File: config.mk
export PLATFORM = sky130hd
export DESIGN_NAME = mem_bus_ctrl
export DESIGN_NICKNAME = d
export VERILOG_FILES = /design/src/rtl/mem_bus_ctrl.sv
export SDC_FILE = /design/constraint.sdc
export NUM_CORES = 1
export LEC_CHECK = 0
export BUFFER_PORTS_ARGS = -buffer_cell sky130_fd_sc_hd__buf_2
export CAP_MARGIN = 20
export CELL_PAD_IN_SITES_DETAIL_PLACEMENT = 0
export CELL_PAD_IN_SITES_GLOBAL_PLACEMENT = 2
export CORE_ASPECT_RATIO = 0.75
export CORE_MARGIN = 1.5
export CORE_UTILIZATION = 22
export CTS_CLUSTER_DIAMETER = 150
export CTS_CLUSTER_SIZE = 10
export DETAILED_ROUTE_END_ITERATION = 10
export GPL_ROUTABILITY_DRIVEN = 0
export GPL_TIMING_DRIVEN = 1
export PLACE_DENSITY = 0.83
export SYNTH_ARGS = -nofsm -noshare
export SYNTH_HDL_FRONTEND = slang
export SYNTH_SLANG_ARGS = --single-unit
File: constraint.sdc
create_clock -name clk -period 1.7 [get_ports clk]
set_clock_uncertainty 0.2 [all_clocks]
set_input_delay 0.255 -clock clk [delete_from_list [all_inputs] [get_ports clk]]
set_output_delay 0.255 -clock clk [all_outputs]
set_load 0.01 [all_outputs]
File: src/rtl/mem_bus_ctrl.sv
// rtl/mem_bus_ctrl.sv - core-to-memory handshake controller with programmable latency and debug write priority
//
// Purpose:
//   Accepts single-cycle core read/write requests while idle. The request is
//   latched and then held for LATENCY cycles before the memory access. Completion
//   is signalled by a one-cycle core_ack. The debug write port always owns the
//   memory write port. A core write that is ready to commit while dbg_wen is high
//   waits until dbg_wen drops.
//
// Ports:
//   clk, rst          clock and synchronous active-low reset
//   core_rd_req       read request, sampled only while idle
//   core_wr_req       write request, sampled only while idle (wins over read)
//   core_addr         request address
//   core_wr_data      request write data
//   core_rd_data      registered read result, held until the next read completes
//   core_ack          one-cycle completion pulse
//   core_busy         high while a request is in flight
//   dbg_wen           debug write enable
//   dbg_write_addr    debug write address
//   dbg_write_data    debug write data
//   mem_read_addr     memory read address (latched request address)
//   mem_read_data     memory read data (combinational read port)
//   mem_write_addr    memory write address
//   mem_write_data    memory write data
//   mem_wen           memory write enable
//   stat_reads/stat_writes/stat_stalls
//                     saturating activity counters, present only when
//                     MEM_BUS_CTRL_STATS_EN is defined

module mem_bus_ctrl #(
    parameter int ADDR_W  = 8,
    parameter int DATA_W  = 8,
    parameter int LATENCY = 2,
    parameter int CNT_W   = 4
) (
    input  logic              clk,
    input  logic              rst,
    input  logic              core_rd_req,
    input  logic              core_wr_req,
    input  logic [ADDR_W-1:0] core_addr,
    input  logic [DATA_W-1:0] core_wr_data,
    output logic [DATA_W-1:0] core_rd_data,
    output logic              core_ack,
    output logic              core_busy,
    input  logic              dbg_wen,
    input  logic [ADDR_W-1:0] dbg_write_addr,
    input  logic [DATA_W-1:0] dbg_write_data,
    output logic [ADDR_W-1:0] mem_read_addr,
    input  logic [DATA_W-1:0] mem_read_data,
    output logic [ADDR_W-1:0] mem_write_addr,
    output logic [DATA_W-1:0] mem_write_data,
    output logic              mem_wen
`ifdef MEM_BUS_CTRL_STATS_EN
    ,
    output logic [15:0]       stat_reads,
    output logic [15:0]       stat_writes,
    output logic [15:0]       stat_stalls
`endif
);

    typedef enum logic [1:0] {
        S_IDLE = 2'd0,
        S_WAIT = 2'd1,
        S_DONE = 2'd2
    } state_t;

    state_t              state_q, state_d;
    logic [CNT_W-1:0]    cnt_q, cnt_d;
    logic [ADDR_W-1:0]   lat_addr_q, lat_addr_d;
    logic [DATA_W-1:0]   lat_data_q, lat_data_d;
    logic                lat_is_wr_q, lat_is_wr_d;
    logic [DATA_W-1:0]   rd_data_q, rd_data_d;

    logic                access_due;
    logic                wr_commit;
    logic                wr_stall;

    // Latency has expired; the latched request touches memory this cycle.
    assign access_due = (state_q == S_WAIT) && (cnt_q == '0);
    assign wr_commit  = access_due && lat_is_wr_q && !dbg_wen;
    assign wr_stall   = access_due && lat_is_wr_q && dbg_wen;

    always_comb begin
        state_d     = state_q;
        cnt_d       = cnt_q;
        lat_addr_d  = lat_addr_q;
        lat_data_d  = lat_data_q;
        lat_is_wr_d = lat_is_wr_q;
        rd_data_d   = rd_data_q;
        case (state_q)
            S_IDLE: begin
                if (core_wr_req || core_rd_req) begin
                    lat_addr_d  = core_addr;
                    lat_data_d  = core_wr_data;
                    lat_is_wr_d = core_wr_req;
                    cnt_d       = CNT_W'(LATENCY - 1);
                    state_d     = S_WAIT;
                end
            end
            S_WAIT: begin
                if (cnt_q != '0) begin
                    cnt_d = cnt_q - CNT_W'(1);
                end else if (!lat_is_wr_q) begin
                    // Captured before any same-cycle debug write lands.
                    rd_data_d = mem_read_data;
                    state_d   = S_DONE;
                end else if (!dbg_wen) begin
                    state_d = S_DONE;
                end
            end
            S_DONE: begin
                state_d = S_IDLE;
            end
            default: begin
                state_d = S_IDLE;
            end
        endcase
    end

    always_ff @(posedge clk) begin
        if (!rst) begin
            state_q     <= S_IDLE;
            cnt_q       <= '0;
            lat_addr_q  <= '0;
            lat_data_q  <= '0;
            lat_is_wr_q <= 1'b0;
            rd_data_q   <= '0;
        end else begin
            state_q     <= state_d;
            cnt_q       <= cnt_d;
            lat_addr_q  <= lat_addr_d;
            lat_data_q  <= lat_data_d;
            lat_is_wr_q <= lat_is_wr_d;
            rd_data_q   <= rd_data_d;
        end
    end

    // Gating with rst keeps the core-side outputs quiet for the whole reset
    // cycle. This covers a reset that arrives mid-transaction.
    assign core_ack       = rst && (state_q == S_DONE);
    assign core_busy      = rst && (state_q != S_IDLE);
    assign core_rd_data   = rd_data_q;
    assign mem_read_addr  = lat_addr_q;
    assign mem_write_addr = dbg_wen ? dbg_write_addr : lat_addr_q;
    assign mem_write_data = dbg_wen ? dbg_write_data : lat_data_q;
    assign mem_wen        = dbg_wen || (rst && wr_commit);

`ifdef MEM_BUS_CTRL_STATS_EN
    logic [15:0] stat_reads_q, stat_writes_q, stat_stalls_q;

    always_ff @(posedge clk) begin
        if (!rst) begin
            stat_reads_q  <= '0;
            stat_writes_q <= '0;
            stat_stalls_q <= '0;
        end else begin
            if (state_q == S_DONE && !lat_is_wr_q && stat_reads_q != 16'hFFFF)
                stat_reads_q <= stat_reads_q + 16'd1;
            if (state_q == S_DONE && lat_is_wr_q && stat_writes_q != 16'hFFFF)
                stat_writes_q <= stat_writes_q + 16'd1;
            if (wr_stall && stat_stalls_q != 16'hFFFF)
                stat_stalls_q <= stat_stalls_q + 16'd1;
        end
    end

    assign stat_reads  = stat_reads_q;
    assign stat_writes = stat_writes_q;
    assign stat_stalls = stat_stalls_q;
`else
    logic unused_stall;
    assign unused_stall = wr_stall;
`endif

endmodule

# Yosys cells after proc, flatten, opt, wreduce, memory -nomap -nowiden
# Cells that the tools add are included.
word_totals:
  regBits: 31
  inputBits: 45
  word_cells: 43
classes:
  n_addsub: 1
  n_eq_ne: 6
  mux: 10
  n_bitwise: 2
  reduce_logical: 18
op_table:
  columns: ["operator", "count"]
  rows:
  - ["2-to-1 mux 8 bit", 2]
  - ["AND reduction 3 bit", 3]
  - ["2-to-1 mux 2 bit", 4]
  - ["2-to-1 mux 4 bit", 2]
  - ["one-hot mux 4 bit (2 select lines)", 1]
  - ["logical AND 1 bit", 6]
  - ["zero test 4 bit", 1]
  - ["inequality test 2 bit, second input constant", 2]
  - ["one-hot mux 2 bit (2 select lines)", 1]
  - ["nonzero test 2 bit", 2]
  - ["nonzero test 4 bit", 1]
  - ["subtractor 4 x 1 -> 4 bit, second input constant", 1]
  - ["inequality test 3 bit, second input constant", 1]
  - ["equality test 2 x 1 -> 1 bit, second input constant", 1]
  - ["equality test 2 bit, second input constant", 1]
  - ["zero test 2 bit", 1]
  - ["logical OR 1 bit", 2]
  - ["inequality test 2 x 1 -> 1 bit, second input constant", 1]
  - ["NOT 1 bit", 2]
  - ["AND reduction 2 bit", 1]
  - ["zero test 1 bit", 1]

# Depth between registers and ports, before layout
# Gate-level depths: netlist (run 1).
logic_depth:
  depth_word: 6
  depth_mapped: 6
  ltp_nobuf: 5

# Least setup slack after synthesis (run 1)
# No wires, ideal clock.
synth_path:
  path_type: "register to register"
  from: "reg cnt_q[0]"
  to: "reg rd_data_q[0], in the netlist core_rd_data[0]"
  setup_ps: 72
  arrival_time_ps: 1391
  required_ps: 1428
  setup_slack_ps: 37
  path_stages_with_launch: 7
  n_path_buf: 1
  period_less_slack_ps: 1663
  cell_sequence: "dfxtp_1 > inv_1 > ha_1 > nor3b_2 > nor3b_2 > buf_6 > mux2i_1"
synth_between:
  elab_chain_cells: 3
synth_lines:
  columns: ["element", "line", "source"]
  rows:
  - ["start: declaration", "69", "logic [CNT_W-1:0] cnt_q, cnt_d;"]
  - ["start signal: assignment", "131", "cnt_q <= cnt_d;"]
  - ["nonzero test 4 bit", "102", "if (cnt_q != '0) begin"]
  - ["NOT 1 bit (no source line)", null, null]
  - ["AND reduction 3 bit (no source line)", null, null]
  - ["end signal: assignment", "135", "rd_data_q <= rd_data_d;"]
  - ["end: declaration", "73", "logic [DATA_W-1:0] rd_data_q, rd_data_d;"]
# No other way between the ends.
# A chain may end at the register's enable or synchronous reset.

# Worst setup path in the final report (run 1)
layout_path:
  from: "reg cnt_q[0]"
  to: "out mem_wen"
layout_between:
  elab_chain_cells: 6
layout_lines:
  columns: ["element", "line", "source"]
  rows:
  - ["zero test 4 bit", "80", "assign access_due = (state_q == S_WAIT) && (cnt_q == '0);"]
  - ["logical AND 1 bit", "80", null]
  - ["logical AND 1 bit", null, null]
  - ["logical AND 1 bit", "81", "assign wr_commit = access_due && lat_is_wr_q && !dbg_wen;"]
  - ["logical AND 1 bit", "147", "assign mem_wen = dbg_wen || (rst && wr_commit);"]
  - ["logical OR 1 bit", "147", null]
  - ["end: declaration", "53", "output logic mem_wen"]
# No other way between the ends.

==> impl_summary.md, run 1 <==
Worst setup path
For the worst setup path, the data required time is 1240 ps. STA classifies the critical path endpoint as an output pin. Along the worst path, the maximum fanout reaches 2. The sort of element at the start of the critical path is a flop. On the worst path, the slowest cell contributes a delay of 340 ps. The standard cell with the maximum stage delay on the critical path is dfxtp_2. Traced cell by cell, the critical path runs through inv_2 -> ha_4 -> nor3b_4 -> a41o_1 -> buf_2. The logic depth of the worst register-to-register path is 6.

The data arrival time at the worst-slack endpoint is 1330 ps. By startpoint and endpoint, the worst setup path is classified as reg -> out.

GRT
The number of antenna violations at the first check in global routing came to 0. The total overflow left after global routing is 0. The overall global routing resource usage is 11.7%. Entering global routing, the biggest net connects 20 pins.

The number of global-route vias before repair came to 1426. The wire length of the first global-routing pass is 6.77 mm.

Final layout
The area of all placed cells without fillers is 2210 sq um. The number of diodes is 0. The most common cell after layout, fill and taps aside is buf_2.

Relative to the synthesized area, the layout overhead comes to 43.1%. For this run, the post-layout net count is 303. In the layout the commonest cells are buf_2 (79), dfxtp_1 (29), o21ai_0 (20), nand2_1 (18), nand3_1 (17).

The post-route netlist has 49.8% of its cells at a drive strength greater than 1.

Clocking
The number of H-tree levels is 2. The clock-pin transition on the worst setup and hold timing paths is about 70 ps. The total clock buffers created by CTS is 5.

The root buffer cell chosen for the clock tree is clkbuf_8. The clock latency of the later-clocked register in the worst-skew pair is 280 ps. The clock tree from TritonCTS is built.

The clock net in this run drives a total of 31 sinks. In this run the deepest clock path goes through 2 buffers.

Floorplanning
The die covers ~7500 sq um. 80 I/O pins were placed. The area of the core region is 6800 sq um.

The height of the chip is approximately 76 microns. In this run the core area contains 26 standard-cell rows. The die width is 99.7 microns. The initial standard-cell utilization of the core is 22.7%.

Synth
After synthesis, the cell types taking the most area are dfxtp_1 (40%), mux2_2 (12%), o21ai_0 (6.5%). The number of nets in the synthesized netlist is 217. The mean instance size in the synthesized netlist is roughly 9.0 sq um. The post-synthesis sequential element count is 31. The share of the synthesized area in the top cell type is 40.2%.

The register area share after synthesis is 40.2%. The synthesis warning total is 0. The library cell occupying the most area in the post-synthesis netlist is dfxtp_1. The total standard cell area after synthesis is around 1500 sq um.

The number of different library cells used by synthesis comes to 30. The instance count of the mapped netlist is 171.

STA
The slew of the pin with the lowest slew margin is 370 ps. In the finished design, the share of the clock period the worst path needs comes to 105%. Setup total negative slack on the finished layout was measured at -136 ps.

The count of endpoints failing hold in the final timing report is 0. The count of final max-slew check failures is 0. Measured against its own limit, the worst slew margin works out to 75.3%. Setup repair after global routing could not meet its margin everywhere. Derived from the worst setup path, the maximum achievable clock frequency is between 0.5 and 0.6 GHz. The worst path setup slack after routing is -89.7 ps. The shortest period the worst path allows is 1790 ps. Setup violations remaining at the end of the flow were counted as 3.

Drt
The initial DRC count is slightly below 70. The first TritonRoute pass finished after 4 iterations. The number of nets with antenna violations after detailed routing is 0. Using the TritonRoute via totals, the vias-per-cell ratio works out to 4.56. The wire length per cell after detailed routing is 12.5 microns. The routed wire length is 4.27 mm.

The count of unresolved DRC violations after routing is 0. Across all layers, the routed design uses between 1500 and 2000 vias.

Job
Max-cap violations in this run came to 0.

Pwr
For this design the ratio of total power to cell area is 917 nW/um^2. The analysis attributes to cell leakage a power of 1.02 nW. VDD sags by at most between 0.3 and 0.4 mV. The completed layout was analyzed and its total power is 2.02 mW.

Place
The placed instances occupy a cell area of 2050 sq um. The wire-length estimate of the detail-placed layout is 3.00 mm. Input and output buffers added on the ports amount to 79.

Hold path
Counting instances, the worst hold path has a depth of 3. The min-delay analysis places its worst path in the category in -> reg.

Outcome
The run finished, with violations left. The final reports fail on negative setup slack.
==> stage by stage <==
step / worst slack [ps] / utilization (%) / std cells / hold slack (ps)
2_1_floorplan: 37.4 / - / 171 / 197
3_3_place_gp: 1.14 / 30.2 / 329 / 244
3_5_place_dp: -69.9 / 30.2 / 329 / 248
4_1_cts: -108 / 32.4 / 341 / 5.88
5_1_grt: -153 / 32.5 / 341 / 13.6
6_report: -89.7 / 32.5 / 341 / 15.5
==> what timing repair did <==
action	in CTS	in global routing
buffers inserted	5	0
endpoints found under the hold margin	0	0
setup endpoints to repair	10	13
hold buffers	0	0
gates resized for setup	8	1
pin swaps	3	2
==> layout make-up <==
type                       instances  area (sq um)
fill                             714          4590
multi-input combinational        122           860
sequential                        31           623
timing repair buffer              93           517
tap                               84           105
clock buffer                       6          82.6
inverter                           4          15.0
clock inverter                     1          5.00
==> flip-flops by register name (all words and copies together), names as in the netlist <==
register / count
lat_data_q: 8
mem_read_addr: 8
state_q: 2
lat_is_wr_q: 1
core_rd_data: 8
cnt_q: 4
==> logic make-up (layout without fill, tap and decap cells) <==
| logic type | Yosys count | after routing | share of synthesized area [%] |
|---|---|---|---|
| AO/OA/AOI/OAI | 47 | 47 | 19.5 |
| adder cells (fa/ha/maj) | 1 | 1 | 0.811 |
| buffers and inverters | 18 | 104 | 5.68 |
| flip-flops | 31 | 31 | 40.2 |
| multiplexers | 24 | 24 | 16.9 |
| AND/OR/NAND/NOR | 50 | 50 | 17.0 |
==> metal layers <==
metal | part of all wire, % | vias to the layer above | GRT usage, % | routed length [microns]
li1 | - | 773 | - | -
met1 | 47 | 725 | 14.5 | 2010
met2 | 45 | 50 | 19.0 | 1910
met3 | 6.8 | 7 | 4.22 | 292
met4 | 1.2 | 0 | 4.23 | 51
met5 | 0 | - | 0 | 0
==> final timing paths <==
check | from | endpoint | slack [ps]
worst max-delay path | cnt_q[0]$_SDFFE_PN0P_ | mem_wen | -90
worst min-delay path | core_addr[4] | mem_read_addr[4]$_SDFFE_PN0P_ | 20
worst max register to register | cnt_q[0]$_SDFFE_PN0P_ | cnt_q[3]$_SDFFE_PN0P_ | -40
worst min register to register | core_rd_data[5]$_SDFFE_PN0P_ | core_rd_data[5]$_SDFFE_PN0P_ | 260
==> critical path: cells and delay by family, from the launching register on <==
kind	cells	cell delay (ps)
flip-flops	1	340
adder cells (fa/ha/maj)	1	150
AND/OR/NAND/NOR	1	140
AO/OA/AOI/OAI	1	240
buffers and inverters	2	190
==> where the power goes <==
group          total, mW  leakage, nW  switching (mW)  internal [mW]
clock              0.590       0.0470           0.272          0.317
combinational      0.585        0.722           0.289          0.296
sequential         0.848        0.255          0.0485          0.800
total               2.02         1.02           0.610           1.41
==> synthesized netlist by cell type <==
cell,instances
clkbuf_1,8
mux2_2,16
nor3b_2,2
nor2_2,2
inv_1,4
o21a_1,2
o31a_2,1
a21boi_1,12
ha_1,1
buf_2,4
and3_1,1
mux2i_1,8
and2b_2,1
nand2b_1,1
o21ai_0,20
a41o_1,1
buf_6,2
or2_1,1
nor2_1,1
or4_1,2
or3_1,2
or2_2,1
nand2_1,18
a21oi_1,3
and2_1,1
nand3_1,17
a21boi_0,6
dfxtp_1,31
o221ai_1,1
o22ai_1,1
Power figures use the tool's default switching activity.
==> run 2: changes to the inputs <==
ABC_AREA = 1   (was not set)
CORE_UTILIZATION = 19   (was 22)
PLACE_DENSITY = 0.81   (was 0.83)
SKIP_LAST_GASP = 1   (was not set)
==> run 2 against run 1 <==
Effect of this change:
- the flow now finishes without violations
- via count rose by 7.5%
- first-iteration DRC count increased by 29%
- die area increased by 11%
- maximum frequency rose by 6.5%
- register-to-register slack improved by 60 ps
- setup slack better by 110 ps
==> impl_summary.md, run 2 <==
STA
Setup total negative slack on the finished layout was measured at 0 ps. The count of final setup violators is 0. The smallest clock period supported by the final layout is computed as between 1500 and 2000 ps.

The count of final max-slew check failures is 0. The worst hold slack is 17.6 ps. The remaining max-slew budget at the tightest pin is 78.8%.

Static timing analysis puts the maximum clock frequency at 0.595 GHz. The count of endpoints failing hold in the final timing report is 0. For the pin with the worst max-slew slack, the measured transition is about 320 ps. The final critical-path share of the clock period is 98.8%. Setup repair after global routing could not meet its margin everywhere.

Pwr
Sequential cells burn 36.6% of the power. The power after layout is 2.51 mW. The share of total power dissipated in combinational logic is 33.3%.

The peak supply drop is 0.375 mV. The analysis attributes to net switching a power of 823 uW. The leakage power is 1.20 nW. Cell internal power was estimated by the tool at 1.69 mW.

The part of the power in the clock network is 30.1%. The net switching fraction of the power is about 33%. For this design the ratio of total power to cell area is between 1000 and 1500 nW/um^2.

Clocking
The number of H-tree levels is 2. The sink count of the clock tree is 31. The cell at the root of the clock tree is clkbuf_8.

Buffers inserted to repair hold after CTS numbered 0. The clock latency of the later-clocked register in the worst-skew pair is 280 ps. After clock tree synthesis, the clock-pin slew on the worst setup and hold paths is 70 ps. The total clock buffers created by CTS is 5. Counting along the longest clock path gives a buffer depth of 2.

TritonCTS built the clock tree.

GRT
The wire length of the first global-routing pass is 7.18 mm. The number of global-route vias before repair is 1508. The remaining global-route overflow is 0.

The number of antenna violations at the first check in global routing is 0. Entering global routing, the biggest net connects 20 pins. The overall global routing resource usage is a little over a tenth.

Synth
The library cell occupying the most area in the post-synthesis netlist is dfxtp_1. The register area share after synthesis is about two fifths. The primary flip-flop cell chosen by synthesis mapping is dfxtp_1. Sorting the synthesized cells by how often they occur yields nand2_1 (59), nor2_1 (53), dfxtp_1 (31).

The instance count of the mapped netlist is 227. The proportion of synthesized flip-flops having asynchronous set or reset is 0%. After synthesis the netlist holds a flip-flop and latch count of 31. In this run the cell area of the synthesized design comes to 1490 sq um. The number of nets in the synthesized netlist is 273. The cell with the most instances after synthesis is nand2_1. The share of the synthesized area in the top cell type is 41.7%.

The synthesis warning total is 0. The number of unique standard cell types used by synthesis is 22. The mean instance size in the synthesized netlist is 6.56 sq um.

Ranked by total cell area, the synthesized netlist is headed by dfxtp_1 (42%), nand2_1 (15%), nor2_1 (13%). The number of enable flip-flop cells after synthesis is 0.

Worst setup path
Among the stages of the critical path, the cell type that occurs most often is buf_4. The worst setup path is launched from a flop. For flop-to-flop paths, the worst setup slack is 20 ps. Along the worst path, the maximum fanout reaches 5. STA puts the critical path data required time at 1680 ps. For this run, the slowest stage of the critical path takes 320 ps. Broken down by cell family, the worst path's largest delay share belongs to buffers and inverters. The signal on the critical path passes through inv_2 -> ha_4 -> nand2_4 -> buf_4 -> buf_4 -> buf_4 -> nand2_2 -> nand2_2 -> a21oi_2 -> nor2_1. The critical path class is reg -> reg.

The critical register-to-register path startpoint is cnt_q[0]$_SDFFE_PN0P_. The worst register-to-register path ends at cnt_q[2]$_SDFFE_PN0P_. The data arrival time at the worst-slack endpoint is between 1500 and 2000 ps. The standard cell with the maximum stage delay on the critical path is dfxtp_2. The buffering stage count on the worst path with inverters included is 4. The worst setup path is captured at a flop. The logic depth of the worst register-to-register path is 10.

Final layout
The final layout contains 366 nets. The most common cell after layout, fill and taps aside is buf_2. The post-layout utilization of the core is 30.0%.

The top cell types in the final layout, fill and taps aside, are buf_2 (79), nand2_1 (59), nor2_1 (53), dfxtp_1 (28), o21ai_0 (18). The post-route netlist has 38.3% of its cells at a drive strength greater than 1. The finished layout holds around 420 standard cells, fillers aside. The repair_antennas step left the layout with diodes totalling 0. From synthesis to final layout, the design area changed by 50.6%.

Drt
Wires add up to 4.55 mm. After detailed routing, the number of remaining DRC violations is 0. The routed layout has roughly 1700 vias.

In this run the remaining antenna-violating nets after routing total 0. For this block, the initial DRC count from the detailed router was 89. The wire length per cell after detailed routing is 10.8 microns. The via-per-instance ratio is 3.96.

The first TritonRoute pass finished after 4 iterations.

Hold path
The type of the worst min-delay path is in -> reg. Counting instances, the worst hold path has a depth of 3. The capture endpoint of the worst hold path is lat_data_q[5]$_SDFFE_PN0P_.

The worst hold path startpoint is core_wr_data[5].

Outcome
The flow ran to the end, and the final reports show no timing, DRC or antenna violations.

Place
The number of placed instances, taps included is about 410. The HPWL after detailed placement is 3.36 mm. The number of buffers added on ports is 79.

Floorplanning
The initial utilization of the core area, before any placement, comes to 19.9%. After floorplanning, the core was divided into 27 placement rows. In this run the standard cell core region covers 7470 sq um. 80 I/O pins were placed.

The height of the chip is 79.7 microns. The die covers 8380 sq um. The die is 105 microns wide.

Job
Across the run, the number of max-cap violations was 0.
[run 2: how the worst max path moves through the flow]
stage	from	to	slack, ps	cells past startpoint
floorplan	cnt_q[0]$_SDFFE_PN0P_	mem_wen	170	6
global placement	cnt_q[0]$_SDFFE_PN0P_	mem_wen	150	7
detailed placement	cnt_q[0]$_SDFFE_PN0P_	mem_wen	150	7
CTS	cnt_q[0]$_SDFFE_PN0P_	mem_wen	1	7
global route	cnt_q[0]$_SDFFE_PN0P_	cnt_q[3]$_SDFFE_PN0P_	-60	10
finish	cnt_q[0]$_SDFFE_PN0P_	cnt_q[2]$_SDFFE_PN0P_	20	10
[run 2: power by group through the flow]
| stage | Sequential, mW | Clock (mW) | Combinational, mW |
|---|---|---|---|
| after global placement | 0.929 | 0 | 0.717 |
| after detailed placement | 0.933 | 0 | 0.716 |
| after CTS | 0.918 | 0.782 | 0.795 |
| final | 0.918 | 0.756 | 0.835 |
| after global routing | 0.933 | 0.816 | 0.948 |
| after floorplan | 0.952 | 0 | 0.439 |
[run 2: layout make-up]
cell class                      count  area (sq um)
Fill cell                         844          5220
Sequential cell                    31           624
Clock buffer                        6          82.6
Timing Repair Buffer               96           536
Multi-Input combinational cell    165           757
Tap cell                          101           126
Inverter                           21          81.3
Clock inverter                      2          35.0
[run 2: what timing repair did]
| action | 4_1_cts | 5_1_grt |
|---|---|---|
| setup endpoints to repair | 1 | 3 |
| pin swaps | 3 | 3 |
| resized for setup | 9 | 4 |
| setup buffers | 6 | 3 |
[run 2: worst min-delay path, cell delays in order]
cell and delay, ps:
buf_2 70, o21ai_0 70, nor2_1 70
[run 2: per-stage QoR]
stage / cell area (sq um) / setup WS (ps)
floorplan: 1490 / 169
global placement: 2020 / 154
detailed placement: 2020 / 148
CTS: 2210 / 0.951
global route: 2240 / -55.6
finish: 2240 / 19.6
[run 2: logic make-up after synthesis]
| logic type | synth area share (%) |
|---|---|
| simple gates | 39.9 |
| buf+inv | 9.50 |
| fa+ha+maj | 0.840 |
| flops | 41.7 |
| compound gates | 8.07 |
[run 2: metal layers]
layer | wire, microns | global-route usage, % | part of all wire (%) | vias to the layer above
met2 | 1950 | 17.0 | 43 | 47
met1 | 2280 | 14.3 | 50 | 727
met4 | 51 | 2.47 | 1.1 | 0
met5 | 0 | 0 | 0 | -
met3 | 275 | 4.33 | 6.0 | 9
li1 | - | - | - | 888
==> run 3: changes to the inputs <==
CORE_UTILIZATION = 21   (was 19)
PLACE_DENSITY = 0.85   (was 0.81)
clock period = 1.9 ns   (was 1.7 ns; I/O delays follow)
==> run 3 against run 2 <==
Effect of this change:
- utilization up 0.37 points
- highest routed layer unchanged
- largest cell class unchanged
- critical endpoint is now mem_wen
- final cell count shrank 6.9%
- clock power shrank 32%
- sequential power fell by 11%
==> impl_summary.md, run 3 (synthesis gave the netlist of run 2 again) <==
Worst setup path
The family of cells with the greatest summed delay on the critical path is flip-flops. The largest stage delay on the critical path is 350 ps. The cell that appears most often on the critical path is nand2_2. The worst register-to-register path ends at cnt_q[2]$_SDFFE_PN0P_. The setup check on the worst reg-to-reg path leaves a slack of between 300 and 400 ps. The endpoint required time on the critical path is roughly 1400 ps. The kind of end point of the critical path is an output pin.

The standard cell with the maximum stage delay on the critical path is dfxtp_1. The worst setup path endpoint is mem_wen. In this run the worst path has a maximum fanout of 3. The data arrival time at the worst-slack endpoint is 1290 ps.

Counting buffers and inverters, the worst setup path is 7 cells deep. The buffering stage count on the worst path with inverters included is 3. In this run the worst setup path begins at cnt_q[1]$_SDFFE_PN0P_. Traced cell by cell, the critical path runs through inv_1 -> ha_4 -> nand2_2 -> clkinv_2 -> nand2_2 -> o21ai_2 -> buf_2.

The worst setup path is of the reg -> out kind. The sort of element at the start of the critical path is a flop. For the worst flop-to-flop path, the logic depth is 6. The critical register-to-register path startpoint is state_q[1]$_SDFFE_PN0P_.

GRT
The overall global routing resource usage is 11.8%. The first global-routing pass estimated about 7.1 mm of wire. The largest net degree at the start of global routing is 18. The number of global-route vias before repair is 1539.

The number of antenna violations at the first check in global routing is 0. The remaining global-route overflow is 0.

Final layout
The number of diodes is 0. The area of all placed cells without fillers is 2080 sq um. In the layout the commonest cells are buf_2 (79), nand2_1 (59), nor2_1 (53), dfxtp_1 (31), inv_1 (19). Relative to the synthesized area, the layout overhead comes to 39.5%. In the final layout, the share of cells above drive strength 1 is 34.0%. The final layout contains 355 nets. The most common cell after layout, fill and taps aside is buf_2.

Floorplanning
The die footprint is 7610 sq um. In this run the count of I/O pins placed on the die edge is 80. The standard-cell row count is 26.

The die width is 100 microns. The initial utilization of the core area, before any placement, comes to roughly 22%. The height of the chip is about 76 microns. The area of the core region is 6830 sq um.

Clocking
The clock tree from TritonCTS is built. The clock-pin transition on the worst setup and hold timing paths is about 60 ps. CTS saw 31 sinks. For the worst-skew pair, the clock arrives at the later sink with an insertion delay of 280 ps. The largest buffer count on any clock path is 2. The cell at the root of the clock tree is clkbuf_8. Buffers added to address setup during post-CTS repair amount to 0.

The H-tree was split into 2 levels. The total clock buffers created by CTS is 5.

Place
In this run the tool buffered the top-level ports with 79 buffer cells. The instance area at placement is 1970 sq um. The HPWL after detailed placement is 3.15 mm.

STA
The maximum clock rate is 0.564 GHz. The routed design could run at a clock period as short as around 1800 ps. The final sum of negative setup slack is 0 ps. The count of final max-slew check failures is 0. The count of endpoints failing hold in the final timing report is 0. Setup repair after global routing left no endpoint under its margin. The count of final setup violators is 0.

The remaining max-slew budget at the tightest pin is 78.2%. At the pin with the least slew margin, the transition time is 326 ps. The worst hold slack is 55.3 ps. The final critical-path share of the clock period is 93.3%.

Drt
After detailed routing, the met3 layer carries 245 microns of wire. For this block, wires on met1 add up to between 2 and 2.5 mm. Summed over all nets, wire length on met2 after detailed routing comes to 1.80 mm. The number of nets with antenna violations after detailed routing is 0. The via-per-instance ratio is between 4 and 5. The wire length per cell after detailed routing is 10.7 microns. Before antenna repair, the detailed router went through 4 iterations. After the first detailed-routing iteration, the DRC count stood at 60.

The count of unresolved DRC violations after routing is 0. The detailed router placed 1603 vias in this run. The routed wire length is ~4.2 mm. The top layer reached by signal wires is met4.

Outcome
The run finished with clean final reports.

Job
Across the run, the number of max-cap violations was 0.

Pwr
Dividing total power by cell area gives a power density of 949 nW/um^2. The leakage power is 1.12 nW. The design draws 1.97 mW. The peak supply drop is about 0.26 mV.

Hold path
The type of the worst min-delay path is in -> reg.
==> run 3: through the flow <==
step	setup slack, ps	util (%)	std cells
after floorplan	339	-	227
after global placement	300	28.9	386
after detailed placement	294	28.9	386
after CTS	43.6	30.2	393
after global routing	9.69	30.4	393
final	127	30.4	393
==> run 3: area by class of cell <==
cell class                      instances  area, sq um
Clock inverter                          1         5.00
Fill cell                             779         4750
Timing Repair Buffer                   85          440
Inverter                               21         80.1
Sequential cell                        31          621
Multi-Input combinational cell        165          743
Clock buffer                            6         82.6
Tap cell                               84          105
==> run 3: repair_timing <==
item	in CTS	in global routing
endpoints found under the setup margin	1	1
pin swaps	0	1
hold buffers	0	0
resized for setup	1	3
hold endpoints to repair	0	0
==> run 3: per-layer routing <==
layer	up-vias	track usage, %
li1	871	-
met1	687	15.2
met2	43	18.4
met3	2	4.70
met4	0	2.54
met5	-	0
==> run 3: how the worst min path moves through the flow <==
stage | from | end | depth (start not counted) | slack [ps]
2_1_floorplan | core_wr_req | lat_is_wr_q$_SDFFE_PN0P_ | 2 | 230
3_3_place_gp | core_rd_data[2]$_SDFFE_PN0P_ | core_rd_data[2]$_SDFFE_PN0P_ | 2 | 250
3_5_place_dp | core_rd_data[3]$_SDFFE_PN0P_ | core_rd_data[3]$_SDFFE_PN0P_ | 2 | 250
4_1_cts | core_addr[4] | mem_read_addr[4]$_SDFFE_PN0P_ | 3 | 40
6_report | core_addr[4] | mem_read_addr[4]$_SDFFE_PN0P_ | 3 | 60
5_1_grt | core_wr_data[7] | lat_data_q[7]$_SDFFE_PN0P_ | 3 | 60
==> run 3: report_power, final <==
group	switching (mW)	leakage, nW	internal [mW]
Sequential	0.0655	0.256	0.755
Clock	0.233	0.0470	0.284
Combinational	0.379	0.817	0.255
==> run 3: worst register-to-register path, cell delays in order, from the launching register on <==
cell and delay [ps]:
dfxtp_1 360, nor2_2 170, nand2_2 180, inv_2 310, nor2_1 110, nand2_1 80
nor2_1 40
